$ cat src/rtl/regfile_wb_arbiter.sv
// Round-robin arbiter sharing the register-file write port among NREQ write-back units.
// Define WBARB_STALL_CNT_EN to add per-requester saturating stall counters (stall_cnt).
module regfile_wb_arbiter #(
  parameter int NREQ = 3,
  parameter int XLEN = 32,
  parameter int RAW  = 5,
  localparam int GW  = (NREQ > 1) ? $clog2(NREQ) : 1
) (
  input  logic                 clk,
  input  logic                 rst,
  input  logic                 wb_hold,
  input  logic [NREQ-1:0]      req_valid,
  input  logic [NREQ*RAW-1:0]  req_rd,
  input  logic [NREQ*XLEN-1:0] req_data,
  output logic [NREQ-1:0]      req_ready,
  output logic                 rf_RegWrite,
  output logic [RAW-1:0]       rf_rd,
  output logic [XLEN-1:0]      rf_WriteData,
  output logic [(2**RAW)-1:0]  wb_pending_mask,
  output logic [GW-1:0]        grant_id
`ifdef WBARB_STALL_CNT_EN
  ,
  output logic [NREQ*16-1:0]   stall_cnt
`endif
);

  logic [GW-1:0]       r_rrPtr;
  logic                r_regWrite;
  logic [RAW-1:0]      r_rd;
  logic [XLEN-1:0]     r_data;
  logic [GW-1:0]       r_grantId;

  logic [NREQ-1:0]     w_ready;
  logic                w_fire;
  logic [GW-1:0]       w_gntIdx;
  logic [GW-1:0]       w_idx;
  logic [RAW-1:0]      w_selRd;
  logic [XLEN-1:0]     w_selData;
  logic [(2**RAW)-1:0] w_mask;

  // Scan upward from the round-robin pointer; first valid requester wins.
  always_comb begin
    w_ready  = '0;
    w_fire   = 1'b0;
    w_gntIdx = '0;
    w_idx    = '0;
    for (int k = 0; k < NREQ; k++) begin
      if (int'(r_rrPtr) + k >= NREQ) w_idx = GW'(int'(r_rrPtr) + k - NREQ);
      else                           w_idx = GW'(int'(r_rrPtr) + k);
      if (!w_fire && req_valid[w_idx]) begin
        w_fire          = 1'b1;
        w_ready[w_idx]  = 1'b1;
        w_gntIdx        = w_idx;
      end
    end
    if (rst || wb_hold) begin
      w_ready = '0;
      w_fire  = 1'b0;
    end
  end

  assign w_selRd   = req_rd[int'(w_gntIdx)*RAW +: RAW];
  assign w_selData = req_data[int'(w_gntIdx)*XLEN +: XLEN];

  always_ff @(posedge clk) begin
    if (rst) begin
      r_rrPtr    <= '0;
      r_regWrite <= 1'b0;
      r_rd       <= '0;
      r_data     <= '0;
      r_grantId  <= '0;
    end else if (w_fire) begin
      r_rrPtr    <= (int'(w_gntIdx) == NREQ-1) ? '0 : w_gntIdx + 1'b1;
      r_rd       <= w_selRd;
      r_data     <= w_selData;
      r_grantId  <= w_gntIdx;
      // x0 writes are accepted but never reach the port
      r_regWrite <= (w_selRd != '0);
    end else begin
      r_regWrite <= 1'b0;
    end
  end

  always_comb begin
    w_mask = '0;
    if (r_regWrite) w_mask[r_rd] = 1'b1;
  end

  assign req_ready       = w_ready;
  assign rf_RegWrite     = r_regWrite;
  assign rf_rd           = r_rd;
  assign rf_WriteData    = r_data;
  assign grant_id        = r_grantId;
  assign wb_pending_mask = w_mask;

`ifdef WBARB_STALL_CNT_EN
  logic [15:0] r_stallCnt [NREQ];

  for (genvar i = 0; i < NREQ; i++) begin : g_stall
    always_ff @(posedge clk) begin
      if (rst)
        r_stallCnt[i] <= '0;
      else if (req_valid[i] && !w_ready[i] && r_stallCnt[i] != 16'hFFFF)
        r_stallCnt[i] <= r_stallCnt[i] + 16'd1;
    end
    assign stall_cnt[i*16 +: 16] = r_stallCnt[i];
  end
`endif

endmodule

$ cat config.mk
export PLATFORM = sky130hd
export DESIGN_NAME = regfile_wb_arbiter
export DESIGN_NICKNAME = d
export VERILOG_FILES = /design/src/rtl/regfile_wb_arbiter.sv
export SDC_FILE = /design/constraint.sdc
export NUM_CORES = 1
export LEC_CHECK = 0
export ABC_CLOCK_PERIOD_IN_PS = 2400
export BUFFER_PORTS_ARGS = -buffer_cell sky130_fd_sc_hd__buf_4
export CAP_MARGIN = 40
export CORE_ASPECT_RATIO = 1.25
export CORE_MARGIN = 5
export CORE_UTILIZATION = 35
export CTS_CLUSTER_DIAMETER = 80
export DETAILED_ROUTE_END_ITERATION = 8
export PLACE_DENSITY = 0.71
export SYNTH_ARGS = -nofsm -noshare
export SYNTH_HDL_FRONTEND = slang
export SYNTH_SLANG_ARGS = --single-unit
$ cat constraint.sdc
create_clock -name clk -period 2.4 [get_ports clk]
set_clock_uncertainty 0.15 [all_clocks]
set_input_delay 0.12 -clock clk [delete_from_list [all_inputs] [get_ports clk]]
set_output_delay 0.12 -clock clk [all_outputs]
set_load 0.05 [all_outputs]
==> out/results.ini, run 1 <==
[run_status]
status=finished, violations left
violations=setup timing

[yosys]
async_flop_share_pct=0
synthAdderAreaFrac_pct=1.667
ys_warn_count=0
synth_area_per_cell_um2=7.063
synth_top_family_by_area=simple AND/OR/NAND/NOR gates
yosysTopAreaCell=dfxtp_1
synth_mux_area_share_pct=1.501
synth_area_um2=3002
synth.most_common_cell=nand2_1
synth.area.top_cells=dfxtp_1, nand3b_1, nand2_1
ys_types=50
seq_area_frac_synth_pct=28.01
synthTopCellsByCount=nand2_1, o21ai_1, nand3b_1
synth_compound_area_share_pct=22.38
synthCells=425
ys.flop_type=dfxtp_1
syn_nets=546
synth_top_area_share_pct=28.01
ys_ff_latch=42
synthXorXnorAreaFrac_pct=0
synth_edf_count=0
synth-simple-area-share_pct=39.18

[global_routing]
grt.overflow.total=0
grt_pass1_wl_mm=19.48
grt_pass1_vias=4036
grt_use_total_pct=22.33
grt_max_degree=47
antenna_found_initial=0

[place]
place_ws_ns=-0.04337
placed_cells=706
port_buffers=191
hpwl_mm=9.012
gp_congestion=0.9072

[die]
start_util_pct=36.22
num_rows=37
die_area_um2=10540
io_pins=192
die_y_um=113.5
coreArea_um2=8287
die_x_um=92.83

[setup_path]
reg2reg_slack_ns=-0.0009
worstPathRequired_ns=2.47
arrival_ns=2.47
crit_type=reg -> reg
crit_fanout=9
worstSetupEndpointType=register
start_kind=register

[clock_network]
cts_tree=built
cts_root_buffer=clkbuf_8
clk_pin_slew_ns=0.10
cts_buffer_depth=2
cts_max_level=2
clk_latency_ns=0.30
cts_buffers=5
cts_sinks=42

[route]
ant_nets=0
met3_length_mm=1.114
m1WireLength_mm=4.861
wl_per_cell_um=17.91
top_layer=met4
drc=0
firstDrtPassIters=5
routed_wl_mm=13.68
routed_via_density=5.425
wl_met2_mm=7.330
drt_iter0_markers=193
vias=4145

[sta]
setup_viol=1
slew_viol_final=0
rsz0062_at_grt=yes
worstMarginPinSlew_ns=0.4803
period_share_pct=100.0
setup-tns-final_ns=-0.0009155
finalCriticalPeriod_ns=2.401
fmax_ghz=0.4165
setup_slack_ns=-0.0009155
hold_violations=0
slew_headroom_pct=67.88

[cells_and_area]
regArea_um2=843.3
area_growth_pct=94.21
diodes=0
nets=787
drive_gt1_share_pct=50.37
multi_input_area_um2=2384
fill_cells=657
finalNonFillerCells=764
final_util_pct=70.35

[power]
irDropWorstVdd_mv=0.3235
power.leakage_nw=2.602
power_density_nw_per_um2=566.7

[worst_hold_path]
min_path_type=in -> reg

[run]
cap_violations=0

-- flip-flops by register name, indices dropped and copies added, names as in the netlist --
name / cells
grant_id: 2
r_rrPtr: 2
rf_WriteData: 32
rf_RegWrite: 1
rf_rd: 5
-- worst paths after layout --
kind	startpoint	to	depth (start not counted)
worst max-delay path	r_rrPtr[0]	rf_WriteData[20]	12
worst min-delay path	req_data[38]	rf_WriteData[6]	4
worst max register to register	r_rrPtr[0]	rf_WriteData[20]	12
worst min register to register	rf_WriteData[6]	rf_WriteData[6]	2
-- cell type report --
type                            count  area share [%]
Tap cell                           97           2.082
Multi-Input combinational cell    342           40.89
Inverter                            4          0.2576
Timing Repair Buffer              271           40.80
Sequential cell                    42           14.47
Clock buffer                        5           1.181
Clock inverter                      3          0.3220
-- cell families after synthesis --
kind of cell / Yosys count
buf+inv: 41
simple gates: 224
fa+ha+maj: 4
compound gates: 110
flops: 42
mux: 4
-- critical path, stage by stage, from the launching register on --
cell,delay (ns)
dfxtp_2,0.34
inv_2,0.05
ha_4,0.30
mux2i_4,0.28
o22ai_4,0.13
buf_6,0.14
buf_6,0.11
o22ai_4,0.15
buf_12,0.18
clkbuf_16,0.16
nand2_1,0.05
and3_1,0.15
o21ai_1,0.13
-- metal layers --
metal | up-vias | track usage (%)
li1 | 1976 | -
met2 | 204 | 43.63
met5 | - | 0
met1 | 1933 | 23.19
met3 | 32 | 4.749
met4 | 0 | 7.429
-- repair_timing --
action | 4_1_cts | 5_1_grt
resized for setup | 25 | 85
gates cloned | 0 | 6
setup endpoints to repair | 38 | 45
pin swaps | 6 | 30
hold endpoints to repair | 37 | 0
hold buffers | 37 | 0
buffers inserted | 3 | 4
-- stage by stage --
step / total power, mW / instance area, um2 / hold WS (ns)
6_report: 3.303 / 5829 / 0.04461
5_1_grt: 3.459 / 5829 / 0.04860
4_1_cts: 3.022 / 5344 / 0.03468
3_5_place_dp: 2.430 / 4760 / 0.2466
3_3_place_gp: 2.408 / 4760 / 0.2386
2_1_floorplan: 1.839 / 3035 / 0.1446
-- power breakdown --
group | leakage [nW] | switching [mW] | internal (mW)
sequential | 0.347 | 0.0754 | 0.798
combinational | 2.21 | 1.06 | 0.886
clock | 0.0483 | 0.280 | 0.206
total | 2.60 | 1.41 | 1.89
-- layout by cell type (no fill, tap or decap), types with 6 or more instances in the layout --
master         count
and3_1            19
and3_4            18
buf_12            11
buf_4            211
buf_6              7
dfxtp_1           40
dlygate4sd3_1     37
nand2_1           59
nand2_2           15
nand2_4            6
nand3b_1          44
nor2_1            36
o21ai_0           21
o21ai_1           41
o21ai_2           18
(Power assumes the default switching activity.)
==> run 2, diff against run 1 <==
--- a/config.mk
+++ b/config.mk
@@ -11,9 +11,10 @@
 export CORE_ASPECT_RATIO = 1.25
 export CORE_MARGIN = 5
 export CORE_UTILIZATION = 35
-export CTS_CLUSTER_DIAMETER = 80
+export CTS_CLUSTER_DIAMETER = 120
 export DETAILED_ROUTE_END_ITERATION = 8
 export PLACE_DENSITY = 0.71
+export SKIP_LAST_GASP = 1
 export SYNTH_ARGS = -nofsm -noshare
 export SYNTH_HDL_FRONTEND = slang
 export SYNTH_SLANG_ARGS = --single-unit
==> run 2 against run 1 <==
Effect of this change: combinational power about the same; critical path depth unchanged; the run still ends with setup timing left; cell count unchanged; clock-buffer cell count unchanged; total power down 1.2%; design area down 0.97%; critical path type unchanged; hold slack better by 0.0035 ns; worst setup slack worse by 0.011 ns.
==> out/results.ini, run 2 (synthesis gave the netlist of run 1 again) <==
[run_status]
status=finished, violations left  ; unchanged
violations=setup timing  ; unchanged

[cells_and_area]
area_growth_pct=92.33  ; was 94.21%
final_util_pct=69.67  ; was 70.35%
most-common-layout-cells=buf_4, nand2_1, nand3b_1, o21ai_1, dfxtp_1  ; unchanged
largest_reg_flops=32  ; unchanged
finalNonFillerCells=764  ; unchanged
drive_gt1_share_pct=47.98  ; was 50.37%
nets=787  ; unchanged
diodes=0  ; unchanged
final_common_cell=buf_4  ; unchanged

[global_routing]
antenna_found_initial=0  ; unchanged
grt_use_total_pct=22.33  ; unchanged
grt_pass1_wl_mm=19.48  ; unchanged
grt.overflow.total=0  ; unchanged
grt_pass1_vias=4036  ; unchanged
grt_max_degree=47  ; unchanged

[sta]
setup_viol=4  ; was 1
fmax_ghz=0.4147  ; was 0.4165 GHz
rsz0062_at_grt=yes  ; unchanged
slew_headroom_pct=68.40  ; was 67.88%
setup-tns-final_ns=-0.03458  ; was -0.0009155 ns
slew_viol_final=0  ; unchanged
period_share_pct=100.5  ; was 100.0%
timing.hold.ws_ns=0.04815  ; was 0.04461 ns
finalCriticalPeriod_ns=2.411  ; was 2.401 ns
hold_violations=0  ; unchanged
worstMarginPinSlew_ns=0.4726  ; was 0.4803 ns
setup_slack_ns=-0.01143  ; was -0.0009155 ns

[clock_network]
clk_pin_slew_ns=0.10  ; about the same
cts_tree=built  ; unchanged
cts_buffer_depth=2  ; unchanged
cts_buffers=5  ; unchanged
cts_max_level=2  ; unchanged
cts_root_buffer=clkbuf_8  ; unchanged
cts_sinks=42  ; unchanged
clk_latency_ns=0.30  ; about the same

[route]
firstDrtPassIters=4  ; was 5
vias=4128  ; was 4145
routed_via_density=5.403  ; was 5.425
drt_iter0_markers=241  ; was 193
routed_wl_mm=13.58  ; was 13.68 mm
ant_nets=0  ; unchanged
wl_per_cell_um=17.78  ; was 17.91 um
drc=0  ; unchanged

[run]
cap_violations=0  ; unchanged

[setup_path]
reg2reg_slack_ns=-0.01  ; was -0.0009 ns
crit_cells=12  ; unchanged
crit_fanout=9  ; unchanged
cp_slowest_stage_delay_ns=0.34  ; about the same
worstSetupEndpointType=register  ; unchanged
arrival_ns=2.49  ; was 2.47 ns
worstPathRequired_ns=2.48  ; was 2.47 ns
r2r-end=rf_WriteData[30]  ; was rf_WriteData[20]
crit_chain=inv_2, buf_4, ha_1, and3b_1, o221ai_2, buf_4, o22ai_4, buf_12, clkbuf_16, nand2_1, and3_1, o21ai_1  ; was inv_2, ha_4, mux2i_4, o22ai_4, buf_6, buf_6, o22ai_4, buf_12, clkbuf_16, nand2_1, and3_1, o21ai_1
crit_type=reg -> reg  ; unchanged
path_buf_inv=5  ; unchanged
crit_family=buffers and inverters  ; unchanged
reg2reg_depth=12  ; unchanged
timing.rr.start=r_rrPtr[0]  ; unchanged
critPathSlowestCell=dfxtp_2  ; unchanged
cp_common_cell=buf_4
start_kind=register  ; unchanged

[worst_hold_path]
hold-path-endpoint=rf_WriteData[6]  ; unchanged
min_path_type=in -> reg  ; unchanged
hp-start=req_data[38]  ; unchanged
hold_depth=4  ; unchanged

[place]
gp_congestion=0.9072  ; unchanged
hpwl_mm=9.012  ; unchanged
placed_cells=706  ; unchanged
port_buffers=191  ; unchanged

[die]
die_y_um=113.5  ; unchanged
die_x_um=92.83  ; unchanged
coreArea_um2=8287  ; unchanged
die_area_um2=10540  ; unchanged
io_pins=192  ; unchanged
num_rows=37  ; unchanged
start_util_pct=36.22  ; unchanged

[power]
power_mw=3.265  ; was 3.303 mW
irDropWorstVdd_mv=0.3199  ; was 0.3235 mV
power_density_nw_per_um2=565.5  ; was 566.7 nW/um2
power.leakage_nw=2.593  ; was 2.602 nW

==> run 2: what timing repair did <==
action                     CTS  global route
pin swaps                    6            26
hold endpoints to repair    37             0
setup endpoints to repair   38            45
buffers inserted             3             4
cloned                       0             6
hold buffers                37             0
resized for setup           25            68
==> run 2: layer usage <==
layer	routed length (um)	global-route usage [%]	vias to the layer above	part of all wire, %
li1	-	-	1975	-
met3	985	4.749	36	7.3
met4	424	7.429	0	3.1
met2	7222	43.63	199	53
met1	4950	23.19	1918	36
met5	0	0	-	0
==> run 2: worst register-to-register path, delay by kind of cell, from the launching register on <==
kind | cells | cell delay, ns
buffers and inverters | 5 | 0.70
AO/OA/AOI/OAI | 3 | 0.42
adder cells (fa/ha/maj) | 1 | 0.22
flip-flops | 1 | 0.34
AND/OR/NAND/NOR | 3 | 0.51
==> run 2: worst max-delay path by stage <==
stage                                   to       start  slack [ns]
after global routing      rf_WriteData[11]  r_rrPtr[0]       -0.12
after detailed placement       grant_id[0]  r_rrPtr[0]       -0.04
after CTS                      grant_id[0]  r_rrPtr[0]      -0.007
after floorplan               req_ready[1]  r_rrPtr[0]       -0.09
after global placement          r_rrPtr[0]  r_rrPtr[0]       -0.05
final                     rf_WriteData[30]  r_rrPtr[0]       -0.01
==> run 2: power by group <==
group          internal, mW  leakage (nW)  total [mW]  switching, mW
sequential            0.798         0.347       0.874         0.0759
combinational         0.866          2.20        1.91           1.04
clock                 0.206        0.0483       0.481          0.275
total                  1.87          2.59        3.26           1.39
==> run 2: layout make-up <==
type | count | area (um2)
Fill cell | 666 | 2514
Multi-Input combinational cell | 342 | 2327
Tap cell | 97 | 121.4
Sequential cell | 42 | 843.3
Timing Repair Buffer | 271 | 2379
Clock buffer | 5 | 68.82
Inverter | 4 | 15.01
Clock inverter | 3 | 18.77
==> run 2: through the flow <==
stage | area (um2) | worst slack, ns
5_1_grt | 5773 | -0.1240
6_report | 5773 | -0.01143
2_1_floorplan | 3035 | -0.08865
3_5_place_dp | 4760 | -0.04337
4_1_cts | 5344 | -0.006898
3_3_place_gp | 4760 | -0.04714
